File: src/rtl/datapath_ctrl_fsm.sv
// -----------------------------------------------------------------------------
// datapath_ctrl_fsm
// Control-path partner of the nibble-packing datapath. On a start request it
// pulses the datapath's clr, then holds en until the datapath reports done.
// It then captures the packed byte, splits it into its two operands and offers
// them downstream on a one-deep valid/ready register. If done does not arrive
// within TIMEOUT wait cycles, the transfer is abandoned and a sticky err is raised.
//
// Optional build macro: DATAPATH_CTRL_PARITY_EN
//   When defined, adds out_par (XOR of the captured byte) and par_odd_cnt
//   (count of accepted transfers whose out_par was 1, wrapping at 8 bits).
//
// Ports:
//   clk         in   system clock, rising edge
//   rst_n       in   asynchronous active-low reset
//   start       in   transfer request, honoured only when idle
//   busy        out  high in every state except IDLE
//   dp_clr      out  datapath clr
//   dp_en       out  datapath en
//   dp_done     in   datapath done
//   dp_data     in   datapath packed byte (2*NIB_W)
//   out_a       out  upper operand of the captured byte
//   out_b       out  lower operand of the captured byte
//   out_valid   out  out_a/out_b valid
//   out_ready   in   downstream accept
//   err         out  sticky done-timeout flag
//   out_par     out  (parity build) XOR of the captured byte
//   par_odd_cnt out  (parity build) accepted transfers with out_par=1
// -----------------------------------------------------------------------------
module datapath_ctrl_fsm #(
    parameter int NIB_W   = 4,
    parameter int TIMEOUT = 15,
    parameter int CNT_W   = 4
) (
    input  logic               clk,
    input  logic               rst_n,
    input  logic               start,
    output logic               busy,
    output logic               dp_clr,
    output logic               dp_en,
    input  logic               dp_done,
    input  logic [2*NIB_W-1:0] dp_data,
    output logic [NIB_W-1:0]   out_a,
    output logic [NIB_W-1:0]   out_b,
    output logic               out_valid,
    input  logic               out_ready,
`ifdef DATAPATH_CTRL_PARITY_EN
    output logic               out_par,
    output logic [7:0]         par_odd_cnt,
`endif
    output logic               err
);

    localparam int DW = 2 * NIB_W;
    localparam logic [CNT_W-1:0] TMO_LAST = CNT_W'(TIMEOUT - 1);

    typedef enum logic [2:0] {
        S_IDLE = 3'd0,
        S_CLR  = 3'd1,
        S_EN   = 3'd2,
        S_WAIT = 3'd3,
        S_HOLD = 3'd4
    } state_t;

    state_t             r_state;
    logic [CNT_W-1:0]   r_cnt;
    logic               r_busy;
    logic               r_clr;
    logic               r_en;
    logic [NIB_W-1:0]   r_a;
    logic [NIB_W-1:0]   r_b;
    logic               r_valid;
    logic               r_err;

`ifdef DATAPATH_CTRL_PARITY_EN
    logic               r_par;
    logic [7:0]         r_par_cnt;

    // Even/odd parity of a packed byte.
    function automatic logic f_parity(input logic [DW-1:0] d);
        return ^d;
    endfunction
`endif

    // Transfer sequencer: state, timeout counter and every registered output.
    always_ff @(posedge clk or negedge rst_n) begin
        if (!rst_n) begin
            r_state   <= S_IDLE;
            r_cnt     <= {CNT_W{1'b0}};
            r_busy    <= 1'b0;
            r_clr     <= 1'b0;
            r_en      <= 1'b0;
            r_a       <= {NIB_W{1'b0}};
            r_b       <= {NIB_W{1'b0}};
            r_valid   <= 1'b0;
            r_err     <= 1'b0;
`ifdef DATAPATH_CTRL_PARITY_EN
            r_par     <= 1'b0;
            r_par_cnt <= 8'd0;
`endif
        end else begin
            case (r_state)
                S_IDLE: begin
                    if (start) begin
                        r_state <= S_CLR;
                        r_busy  <= 1'b1;
                        r_clr   <= 1'b1;
                        r_err   <= 1'b0;
                    end else begin
                        r_state <= S_IDLE;
                    end
                end
                S_CLR: begin
                    r_clr   <= 1'b0;
                    r_en    <= 1'b1;
                    r_state <= S_EN;
                end
                S_EN: begin
                    // The datapath latches its byte on this edge; en stays high in WAIT.
                    r_cnt   <= {CNT_W{1'b0}};
                    r_state <= S_WAIT;
                end
                S_WAIT: begin
                    // done is checked first so it wins over a same-cycle timeout.
                    if (dp_done) begin
                        r_a     <= dp_data[DW-1:NIB_W];
                        r_b     <= dp_data[NIB_W-1:0];
`ifdef DATAPATH_CTRL_PARITY_EN
                        r_par   <= f_parity(dp_data);
`endif
                        r_valid <= 1'b1;
                        r_en    <= 1'b0;
                        r_state <= S_HOLD;
                    end else if (r_cnt == TMO_LAST) begin
                        r_err   <= 1'b1;
                        r_en    <= 1'b0;
                        r_busy  <= 1'b0;
                        r_state <= S_IDLE;
                    end else begin
                        r_cnt   <= r_cnt + {{(CNT_W-1){1'b0}}, 1'b1};
                    end
                end
                S_HOLD: begin
                    if (out_ready) begin
                        r_valid <= 1'b0;
                        r_busy  <= 1'b0;
                        r_state <= S_IDLE;
`ifdef DATAPATH_CTRL_PARITY_EN
                        if (r_par) begin
                            r_par_cnt <= r_par_cnt + 8'd1;
                        end else begin
                            r_par_cnt <= r_par_cnt;
                        end
`endif
                    end else begin
                        r_state <= S_HOLD;
                    end
                end
                default: begin
                    r_state <= S_IDLE;
                    r_busy  <= 1'b0;
                    r_clr   <= 1'b0;
                    r_en    <= 1'b0;
                    r_valid <= 1'b0;
                end
            endcase
        end
    end

    assign busy      = r_busy;
    assign dp_clr    = r_clr;
    assign dp_en     = r_en;
    assign out_a     = r_a;
    assign out_b     = r_b;
    assign out_valid = r_valid;
    assign err       = r_err;
`ifdef DATAPATH_CTRL_PARITY_EN
    assign out_par     = r_par;
    assign par_odd_cnt = r_par_cnt;
`endif

endmodule

File: config.mk
export PLATFORM = sky130hd
export DESIGN_NAME = datapath_ctrl_fsm
export DESIGN_NICKNAME = d
export VERILOG_FILES = /design/src/rtl/datapath_ctrl_fsm.sv
export SDC_FILE = /design/constraint.sdc
export NUM_CORES = 1
export LEC_CHECK = 0
export BUFFER_PORTS_ARGS = -buffer_cell sky130_fd_sc_hd__buf_4
export CAP_MARGIN = 20
export CORE_ASPECT_RATIO = 0.7
export CORE_MARGIN = 2
export CORE_UTILIZATION = 40
export CTS_CLUSTER_SIZE = 14
export DETAILED_ROUTE_END_ITERATION = 8
export PLACE_DENSITY_LB_ADDON = 0.12
export SETUP_SLACK_MARGIN = 0.4
export SYNTH_ARGS = -nofsm -noshare
export SYNTH_HDL_FRONTEND = slang
export SYNTH_SLANG_ARGS = --single-unit
File: constraint.sdc
create_clock -name clk -period 1.4 [get_ports clk]
set_input_delay 0.21 -clock clk [delete_from_list [all_inputs] [get_ports clk]]
set_output_delay 0.21 -clock clk [all_outputs]
set_load 0.005 [all_outputs]
==> results of run 1 <==
==> power groups by stage <==
stage | clock, mW | combinational [mW] | sequential [mW]
after floorplan | 0 | 0.839 | 1.00
after global placement | 0 | 1.27 | 1.02
after detailed placement | 0 | 1.28 | 1.02
after CTS | 0.352 | 1.61 | 1.04
after global routing | 0.387 | 1.88 | 1.09
final | 0.343 | 1.76 | 1.06
==> through the flow <==
stage / total power [mW] / instances / area, um^2
global route: 3.357 / 156 / 1473
finish: 3.165 / 156 / 1473
global placement: 2.288 / 140 / 1234
CTS: 3.004 / 152 / 1418
floorplan: 1.841 / 82 / 1013
detailed placement: 2.306 / 140 / 1234
==> cell type report <==
cell class	count	area, um^2	share of cell area, %
inverters	5	18.77	1.274
multi-input cells	54	514.2	34.92
repair buffers	41	362.8	24.64
flip-flops and latches	20	500.5	33.98
well taps	32	40.04	2.719
clock buffers	4	36.28	2.464
==> sequential cells by signal, indices dropped and copies added, names as in the netlist <==
register,cells
err,1
r_state,3
out_valid,1
r_cnt,4
out_a,4
out_b,4
dp_en,1
busy,1
dp_clr,1
==> layer usage <==
layer | global-route usage (%) | up-vias | share of wire, %
li1 | - | 382 | -
met1 | 25.76 | 383 | 48
met2 | 26.24 | 19 | 47
met3 | 5.985 | 4 | 4.4
met4 | 5.333 | 0 | 0.69
met5 | 0 | - | 0
==> worst paths after layout <==
| path | start | end | cells after the start |
|---|---|---|---|
| hold reg to reg | out_b[3]$_DFFE_PN0P_ | out_b[3]$_DFFE_PN0P_ | 1 |
| hold / removal | out_ready | r_state[2]$_DFFE_PN0P_ | 2 |
| max in group asynchronous | rst_n | r_cnt[0]$_DFFE_PN0P_ | 2 |
| setup reg to reg | r_state[0]$_DFFE_PN0P_ | out_b[2]$_DFFE_PN0P_ | 3 |
| min in group asynchronous | rst_n | r_state[1]$_DFFE_PN0P_ | 2 |
| setup / recovery | r_state[0]$_DFFE_PN0P_ | out_b[2]$_DFFE_PN0P_ | 3 |
==> cell usage in the layout, fill, tap and decap left out, types with 3 or more instances in the layout <==
cell and n:
buf_4 26, dfrtp_1 20, buf_6 14, mux2_4 7, nand2_1 5, inv_1 4, nor2_1 4, clkbuf_4 3
==> worst max-delay path: cells and delay by family, from the launching register on <==
kind,cells,cell delay [ns]
flip-flops,1,0.42
AND/OR/NAND/NOR,2,0.48
multiplexers,1,0.32
==> cells by family after synthesis <==
family / after synthesis / synth area share, %
AO/OA/AOI/OAI: 21 / 15.42
adder cells (fa/ha/maj): 2 / 2.590
buffers and inverters: 9 / 5.311
flip-flops: 20 / 51.81
multiplexers: 8 / 12.05
AND/OR/NAND/NOR: 22 / 12.82
==> repair_timing <==
| action | CTS | global route |
|---|---|---|
| resized for setup | 23 | 4 |
| cloned | 1 | 0 |
| pin swaps | 3 | 3 |
| setup buffers | 6 | 4 |
| endpoints found under the setup margin | 33 | 33 |
| hold buffers | 1 | 0 |
| endpoints found under the hold margin | 20 | 0 |
==> results.txt, run 1 <==
----------------------------------------------------
[Synth]
  Most used standard cell by instance count after synthesis ... dfrtp_1
  Yosys top cell by area ... dfrtp_1
  Area share of the largest cell type after synthesis ... 51.81%
  Share of synthesized area occupied by flip-flops and latches ... 51.81%
  Commonest cells in the synthesized netlist ... 20 x dfrtp_1, 7 x mux2_4, 6 x nand2_1, 5 x inv_1, 5 x nor2_1
  Share of async-settable or async-resettable flops after synthesis ... 100.0%
  Mapped Area ... 965.9 um^2
  Primary FF master, synth ... dfrtp_1
  Avg Synthesized Cell Area ... 11.78 um^2
  Synth Net Count ... 97
  Count of distinct cell types in the synthesized netlist ... 29
  Synth top area cells ... dfrtp_1 52%, mux2_4 11%, ha_1 2.6%, buf_6 2.3%, nand2_1 2.3%
  Flops & latches, synth ... 20
  Yosys warning total ... 0
  Cells after synthesis ... 82
  EDFF count, synth ... 0

[Run status]
  Status ... completed

[Clock tree]
  Register clock-pin slew on the reported worst setup and hold paths ... 0.11 ns
  CTS root buffer ... clkbuf_4
  CTS tree ... done
  Number of H-tree branching levels ... 1
  Clock Latency Late Sink ... 0.31 ns
  Total number of clock tree sinks ... 20
  Bufs on Longest Clock Path ... 2
  Number of buffers added by the clock tree synthesis step ... 3

[Die]
  Die Span X ... 62.74 um
  Die outline height ... 45.12 um
  Area of the core ... 2225 um^2
  Count of pins on the block boundary ... 26
  Floorplan die area ... 2830 um^2
  Count of standard-cell rows ... 14
  Initial cell density of the core ... 43.42%

[Global route]
  Aggregate global-route resource usage ... 17.99%
  First-pass GRT wire length ... 3781 um
  Number of global-route vias before repair ... 744
  Total congestion overflow after global routing ... 0
  Antenna violations before repair ... 0
  Maximum number of pins on one net before global-route repair ... 21

[STA]
  Final worst clock skew ... 0.003671 ns
  Max-slew headroom ... 82.27%
  Final worst-path cycle share ... 94.50%
  Min Clock Period, post-route ... 1.323 ns
  Least-Margin Pin Slew ... 0.2631 ns
  Setup slack after layout ... 0.07694 ns
  Final number of setup-violating endpoints ... 0
  Highest Clock Rate ... 0.7558 GHz
  Hold violation total from the final report ... 0
  Number of slew-limit violations in the final report ... 0
  Setup TNS after final layout ... 0 ns
  Unrepaired setup endpoints after global routing ... yes
  Tightest hold margin ... 0.09155 ns

[Power and ir drop]
  Portion of total power attributed to combinational logic ... 55.6%
  Pleak ... 0.6898 nW
  Net Sw Power ... 1.114 mW
  Switching share of power ... 35.19%
  Clock share of power ... 10.8%
  Sequential group share of total power ... 33.5%
  Worst supply voltage drop on vdd ... 1.180 mV
  Power density cells ... 2149 nW/um^2
  Internal cell power ... 2.051 mW

[Worst setup path]
  Slowest CP cell ... dfrtp_1
  Crit-path cells ... nand2_4 -> or3_4 -> mux2_4
  Data arrival, critical path ... 1.53 ns
  Delay of the slowest cell on the worst path ... 0.42 ns
  Reg2Reg Setup Slack ... 0.08 ns
  Worst Setup Path Type ... register to register
  Nature of the critical path startpoint ... register
  Nature of the critical path endpoint ... register
  Crit path required time ... 1.60 ns
  Critical-path maximum fanout ... 6

[Drt]
  WL/cell ... 15.71 um
  Final wirelength ... 2450 um
  Overall via count from detail_route ... 788
  Final routed DRC violation total ... 0
  Count of routing violations after the opening detailed-route iteration ... 10
  Routed Antenna Nets ... 0
  Via density per instance ... 5.051
  Count of TritonRoute iterations in the first routing pass ... 4

[Finish]
  Final core utilization ... 66.20%
  Layout overhead on the synthesized area ... 52.46%
  Filler cell count in the final layout ... 179
  Final Net Count ... 140
  Fraction of layout instances using a drive strength above 1 ... 56.45%
  Inserted Diodes ... 0

[Placed design]
  Last weighted congestion value of the routability-driven placer ... 0.7601
  IO Port Bufs ... 25
  Minimum setup slack after placement ... 0.06153 ns
  DP HPWL ... 1472 um

[Worst hold path]
  Worst Hold Class ... input pin to register

[Flow run]
  Maximum Capacitance Violations ... 0

----------------------------------------------------
Power figures use the tool's default switching activity.
==> run 2: changes to the inputs <==
- BUFFER_PORTS_ARGS: -buffer_cell sky130_fd_sc_hd__buf_4 -> default
- DONT_BUFFER_PORTS: default -> 1
==> run 2 against run 1 <==
Count of clock-buffer cells in the layout down 1. Non-clock buffer count down 19. First-iteration DRC count down 10%. Via count down 6.6%. Flip-flop and latch count unchanged. Critical path depth unchanged. Register-to-register slack about the same. Sequential share of layout area up 2.9 points. Global-route usage down 0.47 points. Largest power group unchanged.
==> results.txt, run 2 (same netlist as run 1, synthesis figures left out) <==
----------------------------------------------------
[Drt]
  Final routed DRC violation total ... 0
  Routed Antenna Nets ... 0
  Count of routing violations after the opening detailed-route iteration ... 9
  Overall via count from detail_route ... 736
  WL/cell ... 17.81 um
  Count of TritonRoute iterations in the first routing pass ... 4
  Final wirelength ... 2422 um
  Via density per instance ... 5.412

[Worst setup path]
  Worst Setup Path Type ... register to register
  Nature of the critical path startpoint ... register
  Critical-path maximum fanout ... 5
  Crit path required time ... 1.60 ns
  Nature of the critical path endpoint ... register
  Data arrival, critical path ... 1.53 ns

[Flow run]
  Maximum Capacitance Violations ... 0

[Clock tree]
  Number of H-tree branching levels ... 1
  Clock Latency Late Sink ... 0.30 ns
  Number of buffers added by the clock tree synthesis step ... 3
  CTS tree ... done
  CTS root buffer ... clkbuf_4
  Total number of clock tree sinks ... 20
  Register clock-pin slew on the reported worst setup and hold paths ... 0.11 ns
  Bufs on Longest Clock Path ... 2

[Finish]
  Fraction of layout instances using a drive strength above 1 ... 54.81%
  Final core utilization ... 61.42%
  Final Net Count ... 121
  Sequential cell area ... 504.2 um^2
  Most frequent cells in the layout ... 17 x dfrtp_1, 11 x buf_6, 8 x buf_4
  Inserted Diodes ... 0
  Most common cell after layout, fill and taps aside ... dfrtp_1
  Layout overhead on the synthesized area ... 41.45%
  Multi-input combinational cell area ... 564.3 um^2
  Number of standard cells in the final layout excluding fillers ... 136
  Filler cell count in the final layout ... 177
  Cell area after layout ... 1366 um^2

[Power and ir drop]
  Power density cells ... 2208 nW/um^2
  Pleak ... 0.6094 nW
  Worst supply voltage drop on vdd ... 1.140 mV
  Total power after layout ... 3.017 mW

[STA]
  Final worst clock skew ... 0.003672 ns
  Setup TNS after final layout ... 0 ns
  Final worst-path cycle share ... 95.05%
  Number of slew-limit violations in the final report ... 0
  Max-slew headroom ... 42.29%
  Final number of setup-violating endpoints ... 0
  Least-Margin Pin Slew ... 0.8656 ns
  Highest Clock Rate ... 0.7515 GHz
  Hold violation total from the final report ... 0
  Unrepaired setup endpoints after global routing ... yes
  Min Clock Period, post-route ... 1.331 ns

[Die]
  Count of pins on the block boundary ... 26
  Die Span X ... 62.74 um
  Die outline height ... 45.12 um
  Area of the core ... 2225 um^2
  Count of standard-cell rows ... 14
  Initial cell density of the core ... 43.42%
  Floorplan die area ... 2830 um^2

[Global route]
  Total congestion overflow after global routing ... 0
  First-pass GRT wire length ... 3670 um
  Maximum number of pins on one net before global-route repair ... 21
  Aggregate global-route resource usage ... 17.51%
  Antenna violations before repair ... 0
  Number of global-route vias before repair ... 705

[Placed design]
  Last weighted congestion value of the routability-driven placer ... 0.7973
  Cells after DPL ... 116
  DP HPWL ... 1401 um
  Placed Area ... 1054 um^2
  IO Port Bufs ... 0

[Run status]
  Status ... completed

[Worst hold path]
  Worst Hold Class ... input pin to register

----------------------------------------------------
-- run 2: cell count changes in the layout (fill, tap and decap cells not counted), sizes merged --
| cell | previous run | this run |
|---|---|---|
| dlymetal6s4s | 0 | 1 |
| dlygate4sd3 | 1 | 2 |
| buf | 40 | 19 |
| clkbuf | 4 | 3 |
-- run 2: per-layer routing --
metal	track usage, %	up-vias	share of wire (%)
li1	-	343	-
met5	0	-	0
met3	7.980	3	7.4
met4	2.667	0	0.45
met1	25.52	366	50
met2	24.30	24	42
-- run 2: power by group --
group | internal [mW] | leakage (nW) | total [mW] | switching (mW)
combinational | 0.955 | 0.353 | 1.65 | 0.697
clock | 0.101 | 0.0138 | 0.277 | 0.177
sequential | 0.834 | 0.243 | 1.09 | 0.254
-- run 2: path summary, 6_finish.rpt --
kind	from	to	slack (ns)	cells after the start
min in group asynchronous	rst_n	busy$_DFFE_PN0P_	0.08	1
max	r_state[1]$_DFFE_PN0P_	out_a[3]$_DFFE_PN0P_	0.07	3
max in group asynchronous	rst_n	r_cnt[1]$_DFFE_PN0P_	0.74	1
max reg2reg	r_state[1]$_DFFE_PN0P_	out_a[3]$_DFFE_PN0P_	0.07	3
min reg2reg	out_b[0]$_DFFE_PN0P_	out_b[0]$_DFFE_PN0P_	0.54	1
min	dp_data[3]	out_b[3]$_DFFE_PN0P_	0.04	1
-- run 2: cell type report --
| class | instances | area share, % |
|---|---|---|
| clock buffers | 3 | 1.648 |
| repair buffers | 22 | 15.84 |
| inverters | 5 | 1.374 |
| multi-input cells | 54 | 41.30 |
| well taps | 32 | 2.930 |
| flip-flops and latches | 20 | 36.90 |
-- run 2: per-stage QoR --
stage	hold slack [ns]	worst slack (ns)
floorplan	-0.08559	-0.02462
global placement	-0.08520	0.07249
detailed placement	-0.08516	0.05729
CTS	0.001357	0.08589
global route	0.02898	0.04438
finish	0.04146	0.06931
-- run 2: timing repair --
action / CTS / global route
endpoints found under the setup margin: 20 / 40
hold buffers: 2 / 1
pin swaps: 6 / 8
setup buffers: 9 / 4
endpoints found under the hold margin: 21 / 1
cloned: 1 / 0
resized for setup: 16 / 20
-- run 2: worst max-delay path, stage by stage (launching register included) --
cell     delay [ns]
dfrtp_1        0.45
nand2_4        0.07
or3_4          0.39
mux2_4         0.31
==> run 3: changes to the inputs <==
==> constraint.sdc (replaced) <==
create_clock -name clk -period 1.4 [get_ports clk]
set_input_delay 0.14 -clock clk [delete_from_list [all_inputs] [get_ports clk]]
set_output_delay 0.14 -clock clk [all_outputs]
set_load 0.005 [all_outputs]
==> run 3 against run 2 <==
Core utilization rose by 1.7 points. Clock power fell by 1%. Maximum frequency rose by 1.0%. Wire length fell by 0.21%. Global-route usage rose by 0.73 points. Flip-flop and latch count did not move. Non-clock buffer count rose by 6. Design area rose by 2.7%. Worst setup slack improved by 0.014 ns. Via count rose by 2.7%. Register-to-register slack barely moved. Clock skew fell by 0.0014 ns. Critical endpoint unchanged. Largest cell class unchanged.
==> results.txt, run 3 (same netlist as run 1, synthesis figures left out) <==
----------------------------------------------------
[Worst setup path]
  Reg-to-reg endpoint ... out_a[3]$_DFFE_PN0P_
  Critical-path maximum fanout ... 5
  Data arrival, critical path ... 1.51 ns
  Largest delay contributor family on the critical path ... simple AND/OR/NAND/NOR gates
  R2R cell count ... 3
  Delay of the slowest cell on the worst path ... 0.44 ns
  Slowest CP cell ... dfrtp_1
  Reg2Reg Setup Slack ... 0.08 ns
  Number of buffers and inverters on the critical path ... 0
  Nature of the critical path startpoint ... register
  Crit-path cells ... nand2_4 -> or3_4 -> mux2_4
  Start of the worst register-to-register path ... r_state[1]$_DFFE_PN0P_
  Nature of the critical path endpoint ... register
  Crit path required time ... 1.60 ns
  Worst Setup Path Type ... register to register

[Drt]
  Overall via count from detail_route ... 756
  Routed Antenna Nets ... 0
  Final wirelength ... 2417 um
  Count of routing violations after the opening detailed-route iteration ... 18
  WL/cell ... 17.02 um
  Final routed DRC violation total ... 0
  Via density per instance ... 5.324
  Count of TritonRoute iterations in the first routing pass ... 4

[STA]
  Unrepaired setup endpoints after global routing ... yes
  Final worst clock skew ... 0.002253 ns
  Least-Margin Pin Slew ... 0.8777 ns
  Hold violation total from the final report ... 0
  Final worst-path cycle share ... 94.08%
  Final number of setup-violating endpoints ... 0
  Min Clock Period, post-route ... 1.317 ns
  Highest Clock Rate ... 0.7592 GHz
  Setup slack after layout ... 0.08284 ns
  Number of slew-limit violations in the final report ... 0
  Max-slew headroom ... 41.49%
  Tightest hold margin ... 0.01466 ns

[Global route]
  Total congestion overflow after global routing ... 0
  Aggregate global-route resource usage ... 18.25%
  Maximum number of pins on one net before global-route repair ... 21
  Number of global-route vias before repair ... 767
  Antenna violations before repair ... 0
  First-pass GRT wire length ... 3815 um

[Die]
  Floorplan die area ... 2830 um^2
  Die outline height ... 45.12 um
  Area of the core ... 2225 um^2
  Initial cell density of the core ... 43.42%
  Count of standard-cell rows ... 14
  Die Span X ... 62.74 um
  Count of pins on the block boundary ... 26

[Finish]
  Sequential cell area ... 503.0 um^2
  Final Net Count ... 127
  Most common cell after layout, fill and taps aside ... dfrtp_1
  Fraction of layout instances using a drive strength above 1 ... 47.27%
  Most frequent cells in the layout ... 18 x dfrtp_1, 10 x dlygate4sd3_1, 10 x buf_4
  Layout overhead on the synthesized area ... 45.34%
  Filler cell count in the final layout ... 169
  Multi-input combinational cell area ... 553.0 um^2
  Inserted Diodes ... 0

[Placed design]
  Minimum setup slack after placement ... 0.05729 ns
  IO Port Bufs ... 0
  Last weighted congestion value of the routability-driven placer ... 0.7973
  DP HPWL ... 1401 um

[Clock tree]
  Number of H-tree branching levels ... 1
  CTS root buffer ... clkbuf_4
  Bufs on Longest Clock Path ... 2
  Number of buffers added by the clock tree synthesis step ... 3
  Total number of clock tree sinks ... 20
  Clock Latency Late Sink ... 0.30 ns
  Register clock-pin slew on the reported worst setup and hold paths ... 0.11 ns
  CTS tree ... done

[Worst hold path]
  Worst Hold Class ... input pin to async pin

[Power and ir drop]
  Pleak ... 0.6253 nW
  Worst supply voltage drop on vdd ... 0.9361 mV
  Power density cells ... 2051 nW/um^2

[Run status]
  Status ... completed

[Flow run]
  Maximum Capacitance Violations ... 0

----------------------------------------------------
[run 3: cell type report]
class,count,area share [%]
multi-input cells,54,39.39
flip-flops and latches,20,35.83
repair buffers,28,18.98
well taps,32,2.852
clock buffers,3,1.604
inverters,5,1.337
[run 3: worst max path at each step]
stage | depth (start not counted) | startpoint | end | slack (ns)
after floorplan | 4 | r_state[2]$_DFFE_PN0P_ | out_a[0]$_DFFE_PN0P_ | -0.02
after global placement | 4 | r_cnt[0]$_DFFE_PN0P_ | err$_DFFE_PN0P_ | 0.07
after detailed placement | 3 | r_state[0]$_DFFE_PN0P_ | out_b[1]$_DFFE_PN0P_ | 0.06
after CTS | 3 | r_state[1]$_DFFE_PN0P_ | out_a[3]$_DFFE_PN0P_ | 0.09
after global routing | 3 | r_state[1]$_DFFE_PN0P_ | out_a[3]$_DFFE_PN0P_ | 0.04
final | 3 | r_state[1]$_DFFE_PN0P_ | out_a[3]$_DFFE_PN0P_ | 0.08
[run 3: per-stage QoR]
step / power, mW / utilization [%] / setup TNS [ns] / instances / area, um^2
2_1_floorplan: 1.841 / - / -0.1724 / 82 / 1013
3_3_place_gp: 2.047 / 47.36 / 0 / 116 / 1054
3_5_place_dp: 2.059 / 47.36 / 0 / 116 / 1054
4_1_cts: 2.704 / 59.90 / 0 / 140 / 1333
5_1_grt: 3.063 / 63.10 / 0 / 142 / 1404
6_report: 2.880 / 63.10 / 0 / 142 / 1404
[run 3: per-layer routing]
metal | vias to the layer above | track usage [%] | wire length, um
li1 | 355 | - | -
met2 | 20 | 27.10 | 1060
met3 | 3 | 7.481 | 141
met4 | 0 | 4.444 | 10
met5 | - | 0 | 0
met1 | 378 | 25.20 | 1204
[run 3: where the power goes]
part	switching, mW	internal [mW]	total (mW)
Clock	0.173	0.100	0.273
Combinational	0.661	0.875	1.54
Sequential	0.240	0.831	1.07
Total	1.07	1.81	2.88
[run 3: timing repair]
item,CTS,global route
hold buffers,11,0
gates resized for setup,16,13
pin swaps,6,2
setup buffers,9,2
cloned,1,0
setup endpoints to repair,20,40
endpoints found under the hold margin,30,0
